**config.mk**
```make
export PLATFORM = sky130hd
export DESIGN_NAME = uart_rx
export DESIGN_NICKNAME = d
export VERILOG_FILES = /design/src/rtl/uart_pkg.sv /design/src/rtl/uart_sync.sv /design/src/rtl/uart_rx.sv
export SDC_FILE = /design/constraint.sdc
export NUM_CORES = 1
export LEC_CHECK = 0
export CELL_PAD_IN_SITES_DETAIL_PLACEMENT = 1
export CELL_PAD_IN_SITES_GLOBAL_PLACEMENT = 2
export CORE_UTILIZATION = 42
export DETAILED_ROUTE_END_ITERATION = 8
export GPL_TIMING_DRIVEN = 1
export PLACE_DENSITY = 0.93
export REMOVE_ABC_BUFFERS = 1
export SLEW_MARGIN = 10
export SYNTH_ARGS = -nofsm -noshare
export SYNTH_HDL_FRONTEND = slang
export SYNTH_HIERARCHICAL = 1
export SYNTH_SLANG_ARGS = --single-unit
```
**constraint.sdc**
```tcl
create_clock -name clk -period 6.7 [get_ports clk]
set_input_delay 1.675 -clock clk [delete_from_list [all_inputs] [get_ports clk]]
set_output_delay 1.675 -clock clk [all_outputs]
set_load 0.05 [all_outputs]
```
**src/rtl/uart_pkg.sv**
```systemverilog
// Shared UART definitions: the frame state encoding and the data width.
// The receiver and transmitter both import this package.
package uart_pkg;

  localparam int UART_DATA_W = 8;

  typedef enum logic [1:0] {
    IDLE  = 2'd0,
    START = 2'd1,
    DATA  = 2'd2,
    STOP  = 2'd3
  } uart_state_t;

endpackage

```
**src/rtl/uart_sync.sv**
```systemverilog
// Two-flop synchroniser for a single asynchronous input.
// It resets to 1, which is the idle level of a UART line.
module uart_sync (
  input  logic clk,
  input  logic rst_,
  input  logic d,
  output logic q
);

  logic meta;

  // Bring the async input into the clk domain through two flops.
  always_ff @(posedge clk or negedge rst_) begin
    if (!rst_) begin
      meta <= 1'b1;
      q    <= 1'b1;
    end else begin
      meta <= d;
      q    <= meta;
    end
  end

endmodule

```
**src/rtl/uart_rx.sv**
```systemverilog
// 8N1 UART receiver (idle-high, LSB first).
// The start bit is validated at mid-bit, and each data bit and the stop bit are
// sampled at their mid-point. A good frame gives a one-cycle rx_valid pulse.
// A low stop bit gives a one-cycle rx_frame_err pulse.
module uart_rx
  import uart_pkg::*;
#(
  parameter int CLK_FREQ  = 50_000_000,
  parameter int BAUD_RATE = 115200
) (
  input  logic                   clk,
  input  logic                   rst_,
  input  logic                   rx_serial,
  output logic [UART_DATA_W-1:0] rx_data,
  output logic                   rx_valid,
  output logic                   rx_frame_err,
  output logic                   rx_busy
);

  localparam int DIVISOR = CLK_FREQ / BAUD_RATE;
  localparam int HALF    = DIVISOR / 2;

  localparam logic [31:0] BIT_LAST  = 32'(DIVISOR - 1);
  localparam logic [31:0] HALF_LAST = 32'(HALF - 1);

  uart_state_t            state;
  logic                   rx_s;
  logic                   prev;
  logic [31:0]            baud_cnt;
  logic [2:0]             bit_idx;
  logic [UART_DATA_W-1:0] shifter;

  uart_sync u_sync (
    .clk  (clk),
    .rst_ (rst_),
    .d    (rx_serial),
    .q    (rx_s)
  );

  // Delay the synchronised line by one cycle so a falling edge can be detected.
  always_ff @(posedge clk or negedge rst_) begin
    if (!rst_) begin
      prev <= 1'b1;
    end else begin
      prev <= rx_s;
    end
  end

  // Frame FSM: tracks mid-bit timing, shifts in data and drives the registered outputs.
  always_ff @(posedge clk or negedge rst_) begin
    if (!rst_) begin
      state        <= IDLE;
      baud_cnt     <= '0;
      bit_idx      <= '0;
      shifter      <= '0;
      rx_data      <= '0;
      rx_valid     <= 1'b0;
      rx_frame_err <= 1'b0;
      rx_busy      <= 1'b0;
    end else begin
      rx_valid     <= 1'b0;
      rx_frame_err <= 1'b0;

      case (state)
        IDLE: begin
          baud_cnt <= '0;
          if (prev && !rx_s) begin
            state   <= START;
            rx_busy <= 1'b1;
          end
        end

        START: begin
          if (baud_cnt == HALF_LAST) begin
            baud_cnt <= '0;
            bit_idx  <= '0;
            if (!rx_s) begin
              state <= DATA;
            end else begin
              state   <= IDLE;
              rx_busy <= 1'b0;
            end
          end else begin
            baud_cnt <= baud_cnt + 32'd1;
          end
        end

        DATA: begin
          if (baud_cnt == BIT_LAST) begin
            baud_cnt <= '0;
            shifter  <= {rx_s, shifter[UART_DATA_W-1:1]};
            if (bit_idx == 3'd7) begin
              state <= STOP;
            end else begin
              bit_idx <= bit_idx + 3'd1;
            end
          end else begin
            baud_cnt <= baud_cnt + 32'd1;
          end
        end

        STOP: begin
          if (baud_cnt == BIT_LAST) begin
            baud_cnt <= '0;
            state    <= IDLE;
            rx_busy  <= 1'b0;
            if (rx_s) begin
              rx_data  <= shifter;
              rx_valid <= 1'b1;
            end else begin
              rx_frame_err <= 1'b1;
            end
          end else begin
            baud_cnt <= baud_cnt + 32'd1;
          end
        end

        default: begin
          state   <= IDLE;
          rx_busy <= 1'b0;
        end
      endcase
    end
  end

endmodule

```
======== Yosys cells after proc, flatten, opt, wreduce, memory -nomap -nowiden ========
Index checks and enable logic that the tools add are counted.
word-level totals
  word-level logic and storage cells ...... 62
  bits of input ports ..................... 3
  flip-flop bits (word level) ............. 59
cells by class
  add/sub/neg operators ................... 2
  muxes and demuxes ....................... 25
  reductions and logical operators ........ 11
  eq/ne operators ......................... 13
operator list
  kind                   count
  $pmux 32 s3            1
  $mux 32                2
  $add 32x1->32 const B  1
  $eq 32x8->1 const B    1
  $eq 32x9->1 const B    1
  $mux 2                 6
  $ne 2x2->1 const B     6
  $mux 1                 10
  $reduce_and 5->1       2
  $mux 3                 3
  $pmux 2 s4             1
  $pmux 3 s2             1
  $eq 2x2->1 const B     2
  $reduce_and 4->1       1
  $add 3x1->3 const B    1
  $eq 3x3->1 const B     1
  $pmux 1 s3             1
  $reduce_and 3->1       1
  $reduce_bool 3->1      1
  $eq 2x1->1 const B     1
  $logic_not 2->1        1
  $ne 2x1->1 const B     1
  $reduce_and 2->1       1
  $reduce_bool 2->1      1
  3 further kinds        3

======== Depth between registers and ports, before layout ========
Gate-level depths: netlist of the first run.
  depth after elaboration ................. 4
  mapped depth ............................ 8
  mapped depth without buffers ............ 7

======== Hierarchy ========
Netlist of the first run, hierarchy kept.
by module, submodules not included
  module     area each (sq um)  sequential area each (sq um)  instances  cells an instance
  uart_rx    2732.6             1427.6                        1          259
  uart_sync  52.6               52.6                          1          2

======== Worst setup path after synthesis of the first run ========
No wires, ideal clock.
  path kind ............................... register to output
  start point ............................. register rx_busy
  end point ............................... output port rx_busy
  data arrival time ....................... 0.600 ns
  slack ................................... 4.425 ns
  cell stages (with the launch flop) ...... 1
  required time ........................... 5.025 ns
  cells stage by stage .................... dfrtp_1
RTL lines
  what                    line           RTL
  start, declared         uart_rx.sv:17  output logic rx_busy
  start signal, assigned  uart_rx.sv:59  rx_busy <= 1'b0;
  start signal, assigned  uart_rx.sv:69  rx_busy <= 1'b1;
  start signal, assigned  uart_rx.sv:81  rx_busy <= 1'b0;
No word-level cell between the ends.

======== Worst setup path in the final report of the first run ========
  start point ............................. register rx_data[4]
  end point ............................... output port rx_data[4]
RTL lines
  what                    line            RTL
  start, declared         uart_rx.sv:14   output logic [UART_DATA_W-1:0] rx_data,
  start signal, assigned  uart_rx.sv:108  rx_data <= shifter;
No word-level cell between the ends.

==> flow_metrics.env, run 1 <==
export IMPL_outcome="completed"
export IMPL_fin_cells=361
export IMPL_holdBufCountCts=0
export IMPL_tightest_slew_ps=763
export IMPL_io_pins=14
export IMPL_core_area_mm2=0.00639
export IMPL_layout_drive_gt1_share_pct=14.8
export IMPL_cp_num_buf_inv=1
export IMPL_die_width_um=83.4
export IMPL_drt_iter0_markers=105
export IMPL_worst_hold_slack_ps=357
export IMPL_finalSetupTns_ps=0
export IMPL_synth_top_cell_by_area="dfrtp_1"
export IMPL_cts_tree="built"
export IMPL_cts_resized=0
export IMPL_synthArstFlopShare_pct=100
export IMPL_clk_pin_slew_ps=70
export IMPL_power_uw=898
export IMPL_routed_wl_um=5750
export IMPL_cp_max_fo=2
export IMPL_worst_setup_path_end_kind="output port"
export IMPL_num_rows=29
export IMPL_cts_made_buffers=9
export IMPL_leakage_nw=1.51
export IMPL_postRouteAntennaNets=0
export IMPL_slew_viol_final=0
export IMPL_fin_crit_sh_pct=47.3
export IMPL_hold_path_class="flop to flop"
export IMPL_cap_violations=0
export IMPL_min_path_cells=0
export IMPL_vias=1998
export IMPL_grt_overflow=0
export IMPL_drc_errors=0
export IMPL_ys_flop_type="dfrtp_1"
export IMPL_ys_seq_area_share_pct=53.1
export IMPL_peakVddDrop_uv=148
export IMPL_postCtsSetupBuffers=0
export IMPL_crit_required_ps=5030
export IMPL_hpwl_um=3690
export IMPL_setup_viol=0
export IMPL_grt_max_degree=60
export IMPL_grt_first_pass_wirelength_um=10000
export IMPL_crit_arrival_ps=1500
export IMPL_yosysTopAreaCellShare_pct=50.3
export IMPL_cp_depth=1
export IMPL_netlist_area_mm2=0.00279
export IMPL_layout_common_cells="56 x dfrtp_1, 39 x nor2_1, 23 x xor2_1"
export IMPL_yosys_top_cells_area="dfrtp_1 50%, xor2_1 7.2%, mux2_2 6.1%"
export IMPL_p_per_area_mw_per_mm2=278
export IMPL_min_period_ps=3170
export IMPL_track_usage_pct=18.5
export IMPL_synth_edf_count=0
export IMPL_syn_to_final_growth_pct=15.8
export IMPL_reg2reg_depth=5
export IMPL_drtPass1Iterations=4
export IMPL_grt_setup_unrepaired="false"
export IMPL_die_area_mm2=0.00696
export IMPL_clock_sinks=59
export IMPL_clock_skew_ps=7.53
export IMPL_die_y_um=83.4
export IMPL_start_util_pct=43.6
export IMPL_routed_via_density=5.53
export IMPL_final_common_cell="dfrtp_1"
export IMPL_crit_chain="clkdlybuf4s50_1"
export IMPL_syn_inst=261
export IMPL_antennaDiodeCount=0
export IMPL_placed_cells=345
export IMPL_grt_pass1_vias=2079
export IMPL_critPathKind="flop to output port"
export IMPL_root_buffer="clkbuf_8"
export IMPL_critPathMaxStageDelay_ps=800
export IMPL_yosysWarnings=6
export IMPL_ctsHtreeMaxLevel=3
export IMPL_clk_insertion_delay_late_ps=350
export IMPL_ys_ff_latch=59
export IMPL_nNetsFinal=287
export IMPL_timing_fmax_ghz=0.315
export IMPL_path_delay_family="buffers and inverters"
export IMPL_place_gp_congestion=0.788
export IMPL_wl_per_cell_um=15.9
export IMPL_slowest_stage="clkdlybuf4s50_1"
export IMPL_start_kind="flop"
export IMPL_hold_viol_final=0
export IMPL_clockBufferDepth=2
export IMPL_yosysUniqueCellTypes=37
export IMPL_slew_headroom_pct=48.9
export IMPL_postSynthAreaPerCell_um2=10.7
export IMPL_antenna_found_initial=0
export IMPL_io_buffers=13
-- per-stage QoR --
step           util, %  instance area, um^2  worst slack, ps
3_5_place_dp      47.0                 3000             3890
3_3_place_gp      47.0                 3000             3910
5_1_grt           50.5                 3230             3460
4_1_cts           50.5                 3230             3510
2_1_floorplan        -                 2750             4300
6_report          50.5                 3230             3530
-- registers in the layout, indices dropped and copies added (netlist names), named ones only --
signal / count
baud_cnt: 32
bit_idx: 3
prev: 1
rx_busy: 1
rx_data: 8
rx_frame_err: 1
rx_valid: 1
shifter: 8
state: 1
u_sync/meta: 1
u_sync/q: 1
-- cell type report --
class                   count  area (um^2)
fillers                   690         3160
flip-flops and latches     59         1480
multi-input cells         185         1250
repair buffers             16          148
clock buffers               9          124
clock inverters             7          101
well taps                  77         96.3
inverters                   8         30.0
-- per-layer routing --
metal | track usage, % | vias up | routed length [um]
met2 | 28.9 | 26 | 2750
li1 | - | 955 | -
met5 | 0 | - | 0
met4 | 9.55 | 0 | 127
met3 | 3.58 | 12 | 141
met1 | 24.4 | 1005 | 2740
-- where the power goes --
part           total (mW)  internal [mW]  switching [mW]  leakage, nW
Sequential          0.418          0.382          0.0367        0.792
Clock               0.369          0.212           0.158        0.106
Combinational       0.110         0.0443          0.0661        0.610
Total               0.898          0.638           0.260         1.51
-- cell usage after synthesis, types with 2 or more instances --
cell type and count:
inv_1 8, a21oi_1 3, nor4_1 9, a21o_1 2, dfrtp_1 56, nand3_1 14, buf_2 4, nand2_1 11
nor2_1 39, ha_1 5, or4_1 2, clkbuf_1 5, nor3_1 3, dfstp_2 3, nor2b_1 2, xnor2_1 7
o21ai_0 4, nand4_1 18, nand4b_1 2, and4_1 5, and3_1 5, and2_1 2, o31ai_1 2, xor2_1 23
mux2_2 15
-- worst paths after layout --
| path | to | from | slack, ps |
|---|---|---|---|
| min in group asynchronous | baud_cnt[10] | rst_ | 1480 |
| worst min-delay path | u_sync/q | u_sync/meta | 360 |
| worst min register to register | u_sync/q | u_sync/meta | 360 |
| worst max-delay path | rx_data[4] | rx_data[4] | 3530 |
| max in group asynchronous | rx_data[7] | rst_ | 4730 |
| worst max register to register | rx_data[5] | baud_cnt[23] | 4120 |
-- logic make-up after synthesis --
kind of cell	after synthesis	synth area share (%)
multiplexers	15	6.06
AO/OA/AOI/OAI	16	3.59
AND/OR/NAND/NOR	119	23.0
XOR/XNOR	30	9.43
buffers and inverters	17	2.47
flip-flops	59	53.1
adder cells (fa/ha/maj)	5	2.25
No activity file was read; power rests on OpenSTA's default activity.
==> run 2, diff against run 1 <==
--- a/config.mk
+++ b/config.mk
@@ -7,10 +7,10 @@
 export LEC_CHECK = 0
 export CELL_PAD_IN_SITES_DETAIL_PLACEMENT = 1
 export CELL_PAD_IN_SITES_GLOBAL_PLACEMENT = 2
-export CORE_UTILIZATION = 42
+export CORE_UTILIZATION = 39
 export DETAILED_ROUTE_END_ITERATION = 8
 export GPL_TIMING_DRIVEN = 1
-export PLACE_DENSITY = 0.93
+export PLACE_DENSITY = 0.88
 export REMOVE_ABC_BUFFERS = 1
 export SLEW_MARGIN = 10
 export SYNTH_ARGS = -nofsm -noshare
==> constraint.sdc (replaced) <==
create_clock -name clk -period 3.05 [get_ports clk]
set_input_delay 0.7625 -clock clk [delete_from_list [all_inputs] [get_ports clk]]
set_output_delay 0.7625 -clock clk [all_outputs]
set_load 0.05 [all_outputs]
==> run 2 against run 1 <==
Register-to-register slack lost 3600 ps. Worst setup slack got worse by 3000 ps. Final cell count increased by 5.3%. Via count rose by 2.0%. Sequential cell count stayed put. Sequential power up 120%. Non-clock buffer count did not move. Largest power group unchanged.
==> flow_metrics.env, run 2 (synthesis results as in run 1) <==
export IMPL_outcome="completed"
export IMPL_crit_chain="nor4_2, nand4_1, or3_1, nor3_4, mux2_2"
export IMPL_grt_max_degree=33
export IMPL_root_buffer="clkbuf_8"
export IMPL_crit_arrival_ps=2780
export IMPL_track_usage_pct=18.0
export IMPL_cts_resized=0
export IMPL_top_regs="baud_cnt: 32 flops, rx_data: 8 flops, shifter: 8 flops"
export IMPL_slew_headroom_pct=49.0
export IMPL_final_common_cell="dfrtp_1"
export IMPL_critPathKind="flop to flop"
export IMPL_drt_iter0_markers=54
export IMPL_cap_violations=0
export IMPL_postCtsSetupBuffers=0
export IMPL_ctsHtreeMaxLevel=3
export IMPL_cts_made_buffers=9
export IMPL_die_area_mm2=0.00748
export IMPL_fin_crit_sh_pct=84.2
export IMPL_antennaDiodeCount=0
export IMPL_die_width_um=86.5
export IMPL_start_kind="flop"
export IMPL_setup_ws_ps=482
export IMPL_hpwl_um=3910
export IMPL_slew_viol_final=0
export IMPL_routed_via_density=5.36
export IMPL_crit_required_ps=3260
export IMPL_cp_max_fo=8
export IMPL_wl_per_cell_um=15.3
export IMPL_largest_reg_flops=32
export IMPL_die_y_um=86.5
export IMPL_vias=2038
export IMPL_grt_overflow=0
export IMPL_layout_drive_gt1_share_pct=14.8
export IMPL_postRouteAntennaNets=0
export IMPL_preCtsSetupSlack_ps=545
export IMPL_start_util_pct=40.8
export IMPL_place_gp_congestion=0.781
export IMPL_io_pins=14
export IMPL_syn_to_final_growth_pct=16.8
export IMPL_timing_fmax_ghz=0.389
export IMPL_grt_use_met2_pct=27.8
export IMPL_routed_wl_um=5830
export IMPL_power_mw=1.94
export IMPL_grt_first_pass_wirelength_um=10300
export IMPL_drc_errors=0
export IMPL_num_rows=30
export IMPL_setup_viol=0
export IMPL_min_period_ps=2570
export IMPL_clock_sinks=59
export IMPL_leakage_nw=1.51
export IMPL_slowest_stage="or3_1"
export IMPL_holdBufCountCts=0
export IMPL_nNetsFinal=287
export IMPL_hold_viol_final=0
export IMPL_io_buffers=13
export IMPL_clockBufferDepth=2
export IMPL_p_per_area_mw_per_mm2=596
export IMPL_layout_common_cells="56 x dfrtp_1, 39 x nor2_1, 23 x xor2_1"
export IMPL_clock_skew_ps=8.12
export IMPL_drtPass1Iterations=4
export IMPL_core_area_mm2=0.00683
export IMPL_cts_tree="built"
export IMPL_hold_path_class="flop to flop"
export IMPL_peakVddDrop_uv=263
export IMPL_clk_pin_slew_ps=70
export IMPL_tightest_slew_ps=762
export IMPL_grt_pass1_vias=2110
export IMPL_worst_setup_path_end_kind="flop"
export IMPL_finalSetupTns_ps=0
export IMPL_busiest_layer="met2"
export IMPL_antenna_found_initial=0
export IMPL_grt_use_met3_pct=4.95
export IMPL_grt_setup_unrepaired="false"
export IMPL_clk_insertion_delay_late_ps=330
export IMPL_critPathMaxStageDelay_ps=550
export IMPL_use_met1_pct=24.0
export IMPL_top_register="baud_cnt"
run 2: cell types whose count changed in the layout (fill, tap and decap cells not counted):
cell / previous run / this run
clkinv_2: 0 / 2
clkinv_4: 2 / 0
buf_12: 0 / 1
buf_4: 3 / 2
clkinvlp_4: 2 / 3
inv_6: 1 / 0
run 2: path summary, 6_finish.rpt:
kind | from | end | slack, ps | cells past startpoint
setup / recovery | baud_cnt[2] | rx_data[1] | 480 | 5
hold / removal | u_sync/meta | u_sync/q | 380 | 0
setup reg to reg | baud_cnt[2] | rx_data[1] | 480 | 5
hold reg to reg | u_sync/meta | u_sync/q | 380 | 0
max in group asynchronous | rst_ | baud_cnt[27] | 1990 | 2
min in group asynchronous | rst_ | rx_frame_err | 460 | 1
run 2: metrics by stage:
step                      utilization, %  hold slack (ps)  instances  area (um^2)
after global placement              44.5              358        364         3040
after detailed placement            44.5              360        364         3040
after CTS                           47.6              375        380         3250
after floorplan                        -              345        252         2750
after global routing                47.6              386        380         3250
final                               47.6              379        380         3250
run 2: worst max-delay path: cells and delay by family, from the launching register on:
kind             cells  cell delay, ps
multiplexers         1             390
AND/OR/NAND/NOR      4            1620
flip-flops           1             440
run 2: per-layer routing:
| metal | share of wire [%] | vias to the layer above |
|---|---|---|
| li1 | - | 958 |
| met1 | 48 | 1040 |
| met2 | 47 | 30 |
| met3 | 2.8 | 10 |
| met4 | 2.0 | 0 |
| met5 | 0 | - |
run 2: power by group:
group          switching [mW]  total, mW  internal (mW)
clock                   0.317      0.774          0.456
sequential             0.0785      0.918          0.839
combinational           0.149      0.249          0.100
total                   0.545       1.94           1.40
run 2: area by class of cell:
cell class	instances	area [um^2]
Clock buffer	9	124
Fill cell	769	3580
Inverter	8	30.0
Multi-Input combinational cell	185	1250
Timing Repair Buffer	16	160
Clock inverter	7	92.6
Sequential cell	59	1480
Tap cell	96	120
==> run 3, diff against run 2 <==
==> constraint.sdc (replaced) <==
create_clock -name clk -period 2.5 [get_ports clk]
set_input_delay 0.625 -clock clk [delete_from_list [all_inputs] [get_ports clk]]
set_output_delay 0.625 -clock clk [all_outputs]
set_load 0.05 [all_outputs]
==> run 3 against run 2 <==
Worst hold slack got worse by 99 ps. Non-clock buffer count increased by 5. Clock skew decreased by 3.3 ps. Global-route usage increased by 1.2 points. Largest power group unchanged. Combinational power increased by 27%. Die area unchanged. Critical path depth decreased by 1. Clock power increased by 25%. Register-to-register slack got worse by 330 ps. Sequential power increased by 22%. Via count increased by 0.25%.
==> flow_metrics.env, run 3 (synthesis results as in run 1) <==
export IMPL_outcome="completed"
export IMPL_start_kind="flop"
export IMPL_setup_viol=0
export IMPL_nNetsFinal=292
export IMPL_leakage_nw=1.54
export IMPL_peakVddDrop_uv=301
export IMPL_grt_pass1_vias=2199
export IMPL_cap_violations=0
export IMPL_antennaDiodeCount=0
export IMPL_io_buffers=13
export IMPL_ff2ff_setup_slack_ps=160
export IMPL_drc_errors=0
export IMPL_grt_overflow=0
export IMPL_postRouteAntennaNets=0
export IMPL_hpwl_um=3970
export IMPL_vias=2043
export IMPL_die_y_um=86.5
export IMPL_top_regs="baud_cnt: 32 flops, rx_data: 8 flops, shifter: 8 flops"
export IMPL_fin_crit_sh_pct=93.7
export IMPL_postCtsSetupBuffers=0
export IMPL_cts_tree="built"
export IMPL_antenna_found_initial=0
export IMPL_critPathLaunch="baud_cnt[2]"
export IMPL_routed_via_density=5.31
export IMPL_crit_arrival_ps=2580
export IMPL_largest_reg_flops=32
export IMPL_crit_end="shifter[0]"
export IMPL_holdBufCountCts=0
export IMPL_cts_made_buffers=9
export IMPL_num_rows=30
export IMPL_drtPass1Iterations=4
export IMPL_crit_required_ps=2730
export IMPL_timing_fmax_ghz=0.427
export IMPL_drt_iter0_markers=93
export IMPL_top_register="baud_cnt"
export IMPL_p_per_area_mw_per_mm2=728
export IMPL_io_pins=14
export IMPL_clockBufferDepth=2
export IMPL_post_dp_cell_area_mm2=0.00309
export IMPL_syn_to_final_growth_pct=18.7
export IMPL_final_common_cell="dfrtp_1"
export IMPL_slew_headroom_pct=63.6
export IMPL_slew_viol_final=0
export IMPL_grt_first_pass_wirelength_um=10800
export IMPL_tightest_slew_ps=541
export IMPL_die_width_um=86.5
export IMPL_cp_max_fo=11
export IMPL_start_util_pct=40.8
export IMPL_clock_sinks=59
export IMPL_grt_setup_unrepaired="false"
export IMPL_grt_max_degree=60
export IMPL_worst_setup_path_end_kind="flop"
export IMPL_clock_skew_ps=4.85
export IMPL_clk_insertion_delay_late_ps=350
export IMPL_layout_common_cells="56 x dfrtp_1, 39 x nor2_1, 23 x xor2_1"
export IMPL_clk_pin_slew_ps=70
export IMPL_reg2reg_depth=4
export IMPL_die_area_mm2=0.00748
export IMPL_core_area_mm2=0.00683
export IMPL_finalSetupTns_ps=0
export IMPL_wl_per_cell_um=16.0
export IMPL_fin_area_mm2=0.00331
export IMPL_routed_wl_um=6160
export IMPL_worst_hold_slack_ps=280
export IMPL_critPathKind="flop to flop"
export IMPL_reg2reg_from="baud_cnt[2]"
export IMPL_root_buffer="clkbuf_8"
export IMPL_rr_endpoint="shifter[0]"
export IMPL_layout_drive_gt1_share_pct=16.6
export IMPL_min_period_ps=2340
export IMPL_hold_path_class="input port to async pin"
export IMPL_place_gp_congestion=0.750
export IMPL_hold_viol_final=0
export IMPL_ctsHtreeMaxLevel=3
export IMPL_cts_resized=0
export IMPL_track_usage_pct=19.1
-- run 3: changes by cell type in the layout (fill, tap and decap cells not counted) --
cell,previous run,this run
buf_12,1,2
buf_4,2,6
clkinv_2,2,3
clkinvlp_4,3,1
inv_6,0,1
or3_1,1,0
or3_4,0,1
-- run 3: how the worst min path moves through the flow --
| stage | startpoint | end | slack, ps | depth (start not counted) |
|---|---|---|---|---|
| 2_1_floorplan | rst_ | async pin | 330 | 0 |
| 3_5_place_dp | u_sync/meta | u_sync/q | 360 | 0 |
| 6_report | rst_ | baud_cnt[3] | 280 | 2 |
| 4_1_cts | rst_ | rx_valid | 280 | 2 |
| 5_1_grt | rst_ | rx_valid | 310 | 2 |
| 3_3_place_gp | u_sync/meta | u_sync/q | 360 | 0 |
-- run 3: stage by stage --
stage | power [mW] | std cells | util [%] | worst slack [ps]
detailed placement | 1.45 | 369 | 45.2 | 119
finish | 2.41 | 385 | 48.4 | 157
global placement | 1.43 | 369 | 45.2 | 203
CTS | 2.43 | 385 | 48.3 | 100
floorplan | 1.33 | 252 | - | 102
global route | 2.52 | 385 | 48.4 | 15.2
-- run 3: worst max-delay path, stage by stage (launching register included) --
cell	delay, ps
dfrtp_1	440
nor4_2	340
nand4_1	270
or4_1	810
mux2_2	360
-- run 3: routing by layer --
layer / GRT usage [%] / part of all wire, % / vias to the layer above
met4: 8.94 / 1.9 / 0
met3: 4.86 / 2.5 / 11
met5: 0 / 0 / -
met2: 31.7 / 49 / 21
met1: 23.5 / 47 / 1044
li1: - / - / 967
-- run 3: final cells by class --
class / instances / area [um^2]
clock buffer: 9 / 124
clock inverter: 7 / 91.3
fill: 781 / 3520
inverter: 8 / 30.0
multi-input combinational: 185 / 1250
sequential: 59 / 1480
tap: 96 / 120
timing repair buffer: 21 / 210
-- run 3: power breakdown --
part | internal (mW) | leakage [nW] | switching (mW)
clock | 0.559 | 0.109 | 0.410
combinational | 0.132 | 0.643 | 0.185
sequential | 1.02 | 0.792 | 0.0990
